===== src/rtl/apb_requester_if.sv =====
// Bundles the command, response and APB signals of apb_requester.
// master = the requester's view; slave = the command source / APB peripheral side.
interface apb_requester_if #(
  parameter int ADDR_WIDTH = 32,
  parameter int DATA_WIDTH = 32
);
  logic                  cmd_valid;
  logic                  cmd_ready;
  logic                  cmd_write;
  logic [ADDR_WIDTH-1:0] cmd_addr;
  logic [DATA_WIDTH-1:0] cmd_wdata;
  logic                  rsp_valid;
  logic                  rsp_ready;
  logic [DATA_WIDTH-1:0] rsp_rdata;
  logic                  rsp_err;
  logic [ADDR_WIDTH-1:0] PADDR;
  logic [DATA_WIDTH-1:0] PWDATA;
  logic                  PWRITE;
  logic                  PSEL;
  logic                  PENABLE;
  logic [DATA_WIDTH-1:0] PRDATA;
  logic                  PSLVERROR;
  logic                  PREADY;

  modport master (
    input  cmd_valid, cmd_write, cmd_addr, cmd_wdata, rsp_ready, PRDATA, PSLVERROR, PREADY,
    output cmd_ready, rsp_valid, rsp_rdata, rsp_err, PADDR, PWDATA, PWRITE, PSEL, PENABLE
  );

  modport slave (
    output cmd_valid, cmd_write, cmd_addr, cmd_wdata, rsp_ready, PRDATA, PSLVERROR, PREADY,
    input  cmd_ready, rsp_valid, rsp_rdata, rsp_err, PADDR, PWDATA, PWRITE, PSEL, PENABLE
  );
endinterface


===== src/rtl/apb_requester.sv =====
// APB initiator: one valid/ready command becomes one SETUP/ACCESS transfer and one response.
// Define APB_REQ_TIMEOUT_EN to abort ACCESS after TIMEOUT_CYCLES consecutive PREADY=0 cycles.
module apb_requester #(
  parameter int ADDR_WIDTH     = 32,
  parameter int DATA_WIDTH     = 32,
  parameter int TIMEOUT_CYCLES = 16
) (
  input logic              PCLK,
  input logic              PRESET,
  apb_requester_if.master  bus
);

  typedef enum logic [1:0] {
    ST_IDLE   = 2'd0,
    ST_SETUP  = 2'd1,
    ST_ACCESS = 2'd2
  } state_t;

  state_t                state_q, state_d;
  logic [ADDR_WIDTH-1:0] paddr_q, paddr_d;
  logic [DATA_WIDTH-1:0] pwdata_q, pwdata_d;
  logic                  pwrite_q, pwrite_d;
  logic                  psel_q, psel_d;
  logic                  penable_q, penable_d;
  logic                  rsp_valid_q, rsp_valid_d;
  logic [DATA_WIDTH-1:0] rsp_rdata_q, rsp_rdata_d;
  logic                  rsp_err_q, rsp_err_d;
  logic                  cmd_ready_s;

`ifdef APB_REQ_TIMEOUT_EN
  localparam int CNT_W = $clog2(TIMEOUT_CYCLES + 1);
  localparam logic [CNT_W-1:0] TMO_LAST = CNT_W'(TIMEOUT_CYCLES - 1);
  logic [CNT_W-1:0] tmo_cnt_q, tmo_cnt_d;
`endif

  // A new command is only taken once the previous response has left.
  assign cmd_ready_s = (state_q == ST_IDLE) && !rsp_valid_q;

  // Next-state and next-output logic.
  always_comb begin
    state_d     = state_q;
    paddr_d     = paddr_q;
    pwdata_d    = pwdata_q;
    pwrite_d    = pwrite_q;
    psel_d      = psel_q;
    penable_d   = penable_q;
    rsp_rdata_d = rsp_rdata_q;
    rsp_err_d   = rsp_err_q;
`ifdef APB_REQ_TIMEOUT_EN
    tmo_cnt_d   = tmo_cnt_q;
`endif
    if (rsp_valid_q && bus.rsp_ready) begin
      rsp_valid_d = 1'b0;
    end else begin
      rsp_valid_d = rsp_valid_q;
    end

    case (state_q)
      ST_IDLE: begin
        if (bus.cmd_valid && cmd_ready_s) begin
          paddr_d   = bus.cmd_addr;
          pwdata_d  = bus.cmd_wdata;
          pwrite_d  = bus.cmd_write;
          psel_d    = 1'b1;
          penable_d = 1'b0;
          state_d   = ST_SETUP;
`ifdef APB_REQ_TIMEOUT_EN
          tmo_cnt_d = {CNT_W{1'b0}};
`endif
        end else begin
          state_d = ST_IDLE;
        end
      end
      ST_SETUP: begin
        penable_d = 1'b1;
        state_d   = ST_ACCESS;
      end
      ST_ACCESS: begin
        if (bus.PREADY) begin
          rsp_rdata_d = pwrite_q ? {DATA_WIDTH{1'b0}} : bus.PRDATA;
          rsp_err_d   = bus.PSLVERROR;
          rsp_valid_d = 1'b1;
          psel_d      = 1'b0;
          penable_d   = 1'b0;
          state_d     = ST_IDLE;
        end
`ifdef APB_REQ_TIMEOUT_EN
        else if (tmo_cnt_q == TMO_LAST) begin
          rsp_rdata_d = {DATA_WIDTH{1'b0}};
          rsp_err_d   = 1'b1;
          rsp_valid_d = 1'b1;
          psel_d      = 1'b0;
          penable_d   = 1'b0;
          state_d     = ST_IDLE;
        end else begin
          tmo_cnt_d = tmo_cnt_q + CNT_W'(1);
        end
`else
        else begin
          state_d = ST_ACCESS;
        end
`endif
      end
      default: begin
        psel_d    = 1'b0;
        penable_d = 1'b0;
        state_d   = ST_IDLE;
      end
    endcase
  end

  // State and output registers; reset drops any transfer or pending response.
  always_ff @(posedge PCLK) begin
    if (PRESET) begin
      state_q     <= ST_IDLE;
      paddr_q     <= {ADDR_WIDTH{1'b0}};
      pwdata_q    <= {DATA_WIDTH{1'b0}};
      pwrite_q    <= 1'b0;
      psel_q      <= 1'b0;
      penable_q   <= 1'b0;
      rsp_valid_q <= 1'b0;
      rsp_rdata_q <= {DATA_WIDTH{1'b0}};
      rsp_err_q   <= 1'b0;
`ifdef APB_REQ_TIMEOUT_EN
      tmo_cnt_q   <= {CNT_W{1'b0}};
`endif
    end else begin
      state_q     <= state_d;
      paddr_q     <= paddr_d;
      pwdata_q    <= pwdata_d;
      pwrite_q    <= pwrite_d;
      psel_q      <= psel_d;
      penable_q   <= penable_d;
      rsp_valid_q <= rsp_valid_d;
      rsp_rdata_q <= rsp_rdata_d;
      rsp_err_q   <= rsp_err_d;
`ifdef APB_REQ_TIMEOUT_EN
      tmo_cnt_q   <= tmo_cnt_d;
`endif
    end
  end

  assign bus.cmd_ready = cmd_ready_s;
  assign bus.rsp_valid = rsp_valid_q;
  assign bus.rsp_rdata = rsp_rdata_q;
  assign bus.rsp_err   = rsp_err_q;
  assign bus.PADDR     = paddr_q;
  assign bus.PWDATA    = pwdata_q;
  assign bus.PWRITE    = pwrite_q;
  assign bus.PSEL      = psel_q;
  assign bus.PENABLE   = penable_q;

endmodule


===== src/flat_wrapper.sv =====
// flat-port wrapper written by rule: the top's interface ports become plain ports
module apb_requester_flat 
#(
  parameter int ADDR_WIDTH     = 32,
  parameter int DATA_WIDTH     = 32,
  parameter int TIMEOUT_CYCLES = 16
)
  (PCLK, PRESET, bus_cmd_valid, bus_cmd_write, bus_cmd_addr, bus_cmd_wdata, bus_rsp_ready, bus_PRDATA, bus_PSLVERROR, bus_PREADY, bus_cmd_ready, bus_rsp_valid, bus_rsp_rdata, bus_rsp_err, bus_PADDR, bus_PWDATA, bus_PWRITE, bus_PSEL, bus_PENABLE);
  apb_requester_if #(.ADDR_WIDTH(ADDR_WIDTH), .DATA_WIDTH(DATA_WIDTH)) bus_i ();
  input logic PCLK;
  input logic PRESET;
  input wire logic [$bits(bus_i.cmd_valid)-1:0] bus_cmd_valid;
  input wire logic [$bits(bus_i.cmd_write)-1:0] bus_cmd_write;
  input wire logic [$bits(bus_i.cmd_addr)-1:0] bus_cmd_addr;
  input wire logic [$bits(bus_i.cmd_wdata)-1:0] bus_cmd_wdata;
  input wire logic [$bits(bus_i.rsp_ready)-1:0] bus_rsp_ready;
  input wire logic [$bits(bus_i.PRDATA)-1:0] bus_PRDATA;
  input wire logic [$bits(bus_i.PSLVERROR)-1:0] bus_PSLVERROR;
  input wire logic [$bits(bus_i.PREADY)-1:0] bus_PREADY;
  output wire logic [$bits(bus_i.cmd_ready)-1:0] bus_cmd_ready;
  output wire logic [$bits(bus_i.rsp_valid)-1:0] bus_rsp_valid;
  output wire logic [$bits(bus_i.rsp_rdata)-1:0] bus_rsp_rdata;
  output wire logic [$bits(bus_i.rsp_err)-1:0] bus_rsp_err;
  output wire logic [$bits(bus_i.PADDR)-1:0] bus_PADDR;
  output wire logic [$bits(bus_i.PWDATA)-1:0] bus_PWDATA;
  output wire logic [$bits(bus_i.PWRITE)-1:0] bus_PWRITE;
  output wire logic [$bits(bus_i.PSEL)-1:0] bus_PSEL;
  output wire logic [$bits(bus_i.PENABLE)-1:0] bus_PENABLE;
  assign bus_i.cmd_valid = bus_cmd_valid;
  assign bus_i.cmd_write = bus_cmd_write;
  assign bus_i.cmd_addr = bus_cmd_addr;
  assign bus_i.cmd_wdata = bus_cmd_wdata;
  assign bus_i.rsp_ready = bus_rsp_ready;
  assign bus_i.PRDATA = bus_PRDATA;
  assign bus_i.PSLVERROR = bus_PSLVERROR;
  assign bus_i.PREADY = bus_PREADY;
  assign bus_cmd_ready = bus_i.cmd_ready;
  assign bus_rsp_valid = bus_i.rsp_valid;
  assign bus_rsp_rdata = bus_i.rsp_rdata;
  assign bus_rsp_err = bus_i.rsp_err;
  assign bus_PADDR = bus_i.PADDR;
  assign bus_PWDATA = bus_i.PWDATA;
  assign bus_PWRITE = bus_i.PWRITE;
  assign bus_PSEL = bus_i.PSEL;
  assign bus_PENABLE = bus_i.PENABLE;
  apb_requester #(.ADDR_WIDTH(ADDR_WIDTH), .DATA_WIDTH(DATA_WIDTH), .TIMEOUT_CYCLES(TIMEOUT_CYCLES)) u_core (.PCLK(PCLK), .PRESET(PRESET), .bus(bus_i));
endmodule

===== config.mk =====
export PLATFORM = sky130hd
export DESIGN_NAME = apb_requester_flat
export DESIGN_NICKNAME = d
export VERILOG_FILES = /design/src/rtl/apb_requester_if.sv /design/src/rtl/apb_requester.sv /design/src/flat_wrapper.sv
export SDC_FILE = /design/constraint.sdc
export NUM_CORES = 1
export LEC_CHECK = 0
export CORE_MARGIN = 8
export CORE_UTILIZATION = 39
export DETAILED_ROUTE_END_ITERATION = 16
export GPL_ROUTABILITY_DRIVEN = 1
export PLACE_DENSITY = 0.81
export SLEW_MARGIN = 0
export SYNTH_ARGS = -nofsm -noshare
export SYNTH_HDL_FRONTEND = slang
export SYNTH_SLANG_ARGS = --single-unit

===== constraint.sdc =====
create_clock -name PCLK -period 2.1 [get_ports PCLK]
set_input_delay 0.315 -clock PCLK [delete_from_list [all_inputs] [get_ports PCLK]]
set_output_delay 0.315 -clock PCLK [all_outputs]
set_load 0.05 [all_outputs]

==> results of run 1 <==
layout make-up:
cell class,instances,area [um2],share of cell area
Sequential cell,103,2062,0.3422
Clock inverter,4,55.05,0.009136
Clock buffer,11,141.4,0.02346
Timing Repair Buffer,212,2122,0.3522
Inverter,1,3.754,0.0006229
Multi-Input combinational cell,312,1480,0.2456
Tap cell,129,161.4,0.02679
worst paths after layout:
check / startpoint / endpoint / slack (ns) / cells past startpoint
max: u_core.bus.PSEL / bus_PSEL / 0.26 / 1
min: PRESET / u_core.bus.rsp_rdata[19] / 0.38 / 2
max reg2reg: u_core.state_q[1] / u_core.bus.PWDATA[28] / 0.57 / 4
min reg2reg: u_core.bus.rsp_rdata[1] / u_core.bus.rsp_rdata[1] / 0.45 / 2
timing repair:
| item | 4_1_cts | 5_1_grt |
|---|---|---|
| resized for setup | 0 | 1 |
| endpoints found under the setup margin | 0 | 1 |
| hold buffers | 0 | 0 |
power groups by stage:
stage	clock, W	sequential, W	combinational, W
after global routing	0.00135	0.00213	0.00112
after global placement	0	0.00216	0.00105
after detailed placement	0	0.00216	0.00107
after floorplan	0	0.00250	0.000272
after CTS	0.00127	0.00212	0.00107
final	0.00124	0.00212	0.00106
metrics by stage:
| stage | instance area, um2 | setup WS (ns) | hold slack (ns) | std cells | util |
|---|---|---|---|---|---|
| detailed placement | 5827 | 0.2547 | 0.4448 | 757 | 0.6306 |
| finish | 6026 | 0.2583 | 0.3842 | 772 | 0.6521 |
| global route | 6026 | 0.1928 | 0.3854 | 772 | 0.6521 |
| global placement | 5827 | 0.2958 | 0.4369 | 757 | 0.6306 |
| CTS | 6023 | 0.06061 | 0.3794 | 772 | 0.6519 |
| floorplan | 3729 | 0.1550 | 0.4510 | 452 | - |
placed cells by master, fill, tap and decap left out, drive strengths merged:
cell           instances
nand2b                 2
clkbuf                11
clkdlybuf4s50        200
buf                   11
a21oi                102
and3b                  1
nor2b                  1
clkinvlp               1
nand2                164
nand3b                33
nor4b                  1
o31a                   1
dfxtp                103
nor2                   2
o21ai                  1
clkinv                 1
inv                    2
bufinv                 1
or4b                   1
nor3                   1
or2                    1
dlymetal6s2s           1
or3b                   1
sequential cells by signal, indices dropped and copies added (netlist names):
signal                flops
u_core.bus.PENABLE        1
u_core.bus.PWDATA        32
u_core.bus.PWRITE         1
u_core.bus.PADDR         32
u_core.state_q            2
u_core.bus.rsp_valid      1
u_core.bus.PSEL           1
u_core.bus.rsp_rdata     32
u_core.bus.rsp_err        1
worst register-to-register path, delay by kind of cell (launching register included):
kind                   cells  cell delay, ns
AO/OA/AOI/OAI              1            0.06
buffers and inverters      1            0.21
flip-flops                 1            0.41
AND/OR/NAND/NOR            2            0.72
routing by layer:
metal / share of wire / GRT usage
met1: 0.40 / 0.1940
met2: 0.48 / 0.3140
met3: 0.097 / 0.07554
met4: 0.019 / 0.06477
met5: 0 / 0
logic make-up (layout without fill, tap and decap cells):
kind of cell	after synthesis	in the layout	synth area share
AOI/OAI and AO/OA	104	104	0.1406
buffers and inverters	37	228	0.05235
and+or+nand+nor	208	208	0.2540
DFF	103	103	0.5530
==> flow_summary.toml, run 1 <==
[power]
p_int_w = 0.003073
p_sw_w = 0.001343
vdd_drop_max_v = 0.0003479
power.density_nw_per_um2 = 732.9
power_leakage_nw = 2.148
p_sw_frac = 0.3042
combPwrFrac = 0.240
clkPwrFrac = 0.281
seqPwrFrac = 0.479
finalPower_w = 0.004416

[sta]
tns_ns = 0
max_freq_mhz = 543.0
hold_viol_final = 0
slew_violations = 0
period_minus_slack_ns = 1.842
grt_setup_unrepaired = "false"
finalSetupViolations = 0
tightest_slew_ns = 0.5569
skew_ns = 0.007562
fin_crit_sh = 0.8770
max_slew_margin = 0.6276

[logic_synthesis]
yosys.area.top_type_share = 0.5530
synth_ff_type = "dfxtp_1"
yosysSeqAreaShare = 0.5530
async_flop_share = 0
synthesis.area_um2 = 3729
synth_nets = 555
ys_ff_latch = 103
syn_inst = 452
synth_most_common_cell = "nand2_1"
synth_common_cells = "nand2_1, dfxtp_1, a21oi_1"
synth_area_per_cell_um2 = 8.249
yosys.cell_types.count = 20
yosysTopAreaCell = "dfxtp_1"
synth_area_leaders = "dfxtp_1, nand2_1, a21oi_1"
yosys_warnings = 0
synth_edf_count = 0

[route]
wl_per_cell_um = 15.55
routed_wl_mm = 12.00
vias = 3691
via_per_inst = 4.781
drtAntennaViolNets = 0
drt-initial-drc-count = 200
drc = 0
dr.pass1.iters = 4

[finish]
areaGrowthSynthToFinish_pct = 61.61
layout-drive-gt1-share = 0.04510
n_fill_cell = 767
n_antenna_cell = 0
nNetsFinal = 742

[critical_path]
end_kind = "primary output"
critPathMaxStageDelay_ns = 0.84
worst_path_max_delay_cell = "clkdlybuf4s50_1"
path_class = "reg2out"
crit_arrival_ns = 1.53
path_delay_family = "buffers and inverters"
start_kind = "flop"
path_buf_inv = 1
crit_chain = "clkdlybuf4s50_1"
crit_required_ns = 1.78
critPathMaxFanout = 2

[clock_network]
post_cts.repair.setup_buffers = 0
cts_tree = "yes"
clockBufferDepth = 2
clock-sinks = 103
clkTransAtPathRegs_ns = 0.10
cts_buffers = 9
htree_levels = 3
cts-root-buf = "clkbuf_8"
clock_latency_ns = 0.34

[placed_design]
port_buffers = 204
gp_congestion = 0.8016
hpwl_mm = 8.945

[die]
fp.dieH_um = 113.8
initial_core_util = 0.4035
die_w_um = 113.8
dieArea_um2 = 12940
io_pins = 205
core_area_um2 = 9240
row_count = 35

[global_route]
grt_usage = 0.1814
grt_pass1_vias = 3747
grt_max_degree = 67
grt_antenna_before_repair = 0
grt_first_pass_wirelength_mm = 19.15
grt-ovfl-total = 0

[worst_hold_path]
hp-class = "in2reg"

[run_status]
status = "finished clean"

[job]
cap_violations = 0
No activity file was read; power rests on OpenSTA's default activity.
==> inputs of run 2 (changes only) <==
Settings changed: CORE_ASPECT_RATIO set to 0.7.
==> run 2 against run 1 <==
First-iteration DRC count shrank 40%. Core utilization fell by 0.25 points. Die area increased by 0.39%. Setup slack worse by 0.13 ns. Critical path depth unchanged. Global-route usage fell by 0.25 points. Design area grew 2.4%. Non-clock buffer count down 1. Maximum frequency is 6.8% lower. Clock skew down 0.0030 ns. Critical endpoint is now bus_rsp_valid. Largest cell class unchanged. Highest routed layer unchanged.
==> flow_summary.toml, run 2 (synthesis results as in run 1) <==
[finish]
n_antenna_cell = 0
areaGrowthSynthToFinish_pct = 65.47
seq_area_um2 = 2062
n_fill_cell = 803
layoutNonFillerInstCount = 771
final_cell_mix = "clkdlybuf4s50_1, nand2_1, dfxtp_1"
layout-drive-gt1-share = 0.04355
multiInputGateArea_um2 = 1480
layout_commonest_cell = "clkdlybuf4s50_1"
postLayoutCoreUtil = 0.6497
nNetsFinal = 741

[die]
io_pins = 205
dieArea_um2 = 12990
fp.dieH_um = 97.81
die_w_um = 132.9
initial_core_util = 0.3926
row_count = 30
core_area_um2 = 9497

[clock_network]
ctsHoldBuffers = 0
cts_resized = 0
htree_levels = 3
cts-root-buf = "clkbuf_16"
cts_buffers = 9
clockBufferDepth = 2
clkTransAtPathRegs_ns = 0.07
cts_tree = "yes"
clock-sinks = 103
post_cts.repair.setup_buffers = 0
clock_latency_ns = 0.33

[global_route]
grt_usage = 0.1789
grt-ovfl-total = 0
grt_max_degree = 67
grt_first_pass_wirelength_mm = 19.11
grt_antenna_before_repair = 0
grt_pass1_vias = 3737

[placed_design]
hpwl_mm = 8.669
port_buffers = 204
gp_congestion = 0.7140
dp_cells = 755

[critical_path]
path_buf_inv = 1
path_delay_family = "buffers and inverters"
r2r_end = "u_core.bus.PADDR[18]"
crit_arrival_ns = 1.66
rr_worst_depth = 4
crit_chain = "clkdlybuf4s50_1"
critPathMaxStageDelay_ns = 0.87
end_kind = "primary output"
start_kind = "flop"
worst_path_max_delay_cell = "clkdlybuf4s50_1"
path_class = "reg2out"
crit_end = "bus_rsp_valid"
crit_required_ns = 1.78
reg2reg_setup_slack_ns = 0.52
critPathMaxFanout = 6
cp.depth = 1
worstSetupStartpoint = "u_core.bus.rsp_valid"
r2r-start = "u_core.state_q[1]"

[power]
p_sw_w = 0.001385
clkPwrFrac = 0.370
seqPwrFrac = 0.419
power_leakage_nw = 2.190
power.density_nw_per_um2 = 817.2
finalPower_w = 0.005042
p_int_w = 0.003657
combPwrFrac = 0.211
p_sw_frac = 0.2746
vdd_drop_max_v = 0.0005633

[sta]
hold-worst-slack_ns = 0.4045
finalSetupViolations = 0
tightest_slew_ns = 0.5437
tns_ns = 0
max_slew_margin = 0.6364
grt_setup_unrepaired = "false"
skew_ns = 0.004566
period_minus_slack_ns = 1.977
fin_crit_sh = 0.9413
hold_viol_final = 0
max_freq_mhz = 505.9
slew_violations = 0

[route]
via_per_inst = 4.824
vias = 3719
dr.pass1.iters = 4
drt-initial-drc-count = 120
drtAntennaViolNets = 0
drc = 0
routed_wl_mm = 11.92
wl_per_cell_um = 15.46

[job]
cap_violations = 0

[worst_hold_path]
min_from = "PRESET"
hp-class = "in2reg"
whs_path_depth = 2

[run_status]
status = "finished clean"
## run 2: cell type report
| cell class | count | area share |
|---|---|---|
| Tap cell | 128 | 0.02596 |
| Multi-Input combinational cell | 312 | 0.2399 |
| Timing Repair Buffer | 211 | 0.3444 |
| Clock inverter | 5 | 0.01724 |
| Clock buffer | 11 | 0.03772 |
| Sequential cell | 103 | 0.3342 |
| Inverter | 1 | 0.0006084 |
## run 2: per-stage QoR
stage	setup WS (ns)	area (um2)
after floorplan	0.1550	3729
after global placement	0.2306	5831
after detailed placement	0.1965	5831
after CTS	0.09687	6170
after global routing	0.03638	6170
final	0.1233	6170
## run 2: worst min path at each step
| stage | to |
|---|---|
| 2_1_floorplan | u_core.bus.PADDR[0] |
| 5_1_grt | u_core.bus.rsp_rdata[22] |
| 3_5_place_dp | u_core.bus.rsp_rdata[29] |
| 6_report | u_core.bus.rsp_rdata[22] |
| 4_1_cts | u_core.bus.rsp_rdata[22] |
| 3_3_place_gp | u_core.bus.rsp_rdata[22] |
## run 2: layer usage
layer | up-vias | global-route usage | wire length [um]
li1 | 1851 | - | -
met1 | 1709 | 0.1915 | 4590
met2 | 146 | 0.3055 | 5787
met3 | 13 | 0.09026 | 1372
met4 | 0 | 0.04870 | 168
met5 | - | 0 | 0
## run 2: worst register-to-register path: stages, from the launching register on
cell and delay [ns]:
dfxtp_1 0.40, or4b_4 0.57, buf_4 0.28, nand2_1 0.13, a21oi_1 0.07
## run 2: power groups by stage
stage | Combinational (W) | Clock [W] | Sequential, W
2_1_floorplan | 0.000272 | 0 | 0.00250
3_3_place_gp | 0.00105 | 0 | 0.00215
3_5_place_dp | 0.00107 | 0 | 0.00216
4_1_cts | 0.00107 | 0.00191 | 0.00211
5_1_grt | 0.00113 | 0.00201 | 0.00213
6_report | 0.00106 | 0.00186 | 0.00211
==> inputs of run 3 (changes only) <==
Settings changed: SKIP_LAST_GASP set to 1.
==> results of run 3 <==
The final DEF is identical to that of run 2; final timing and power are the same.
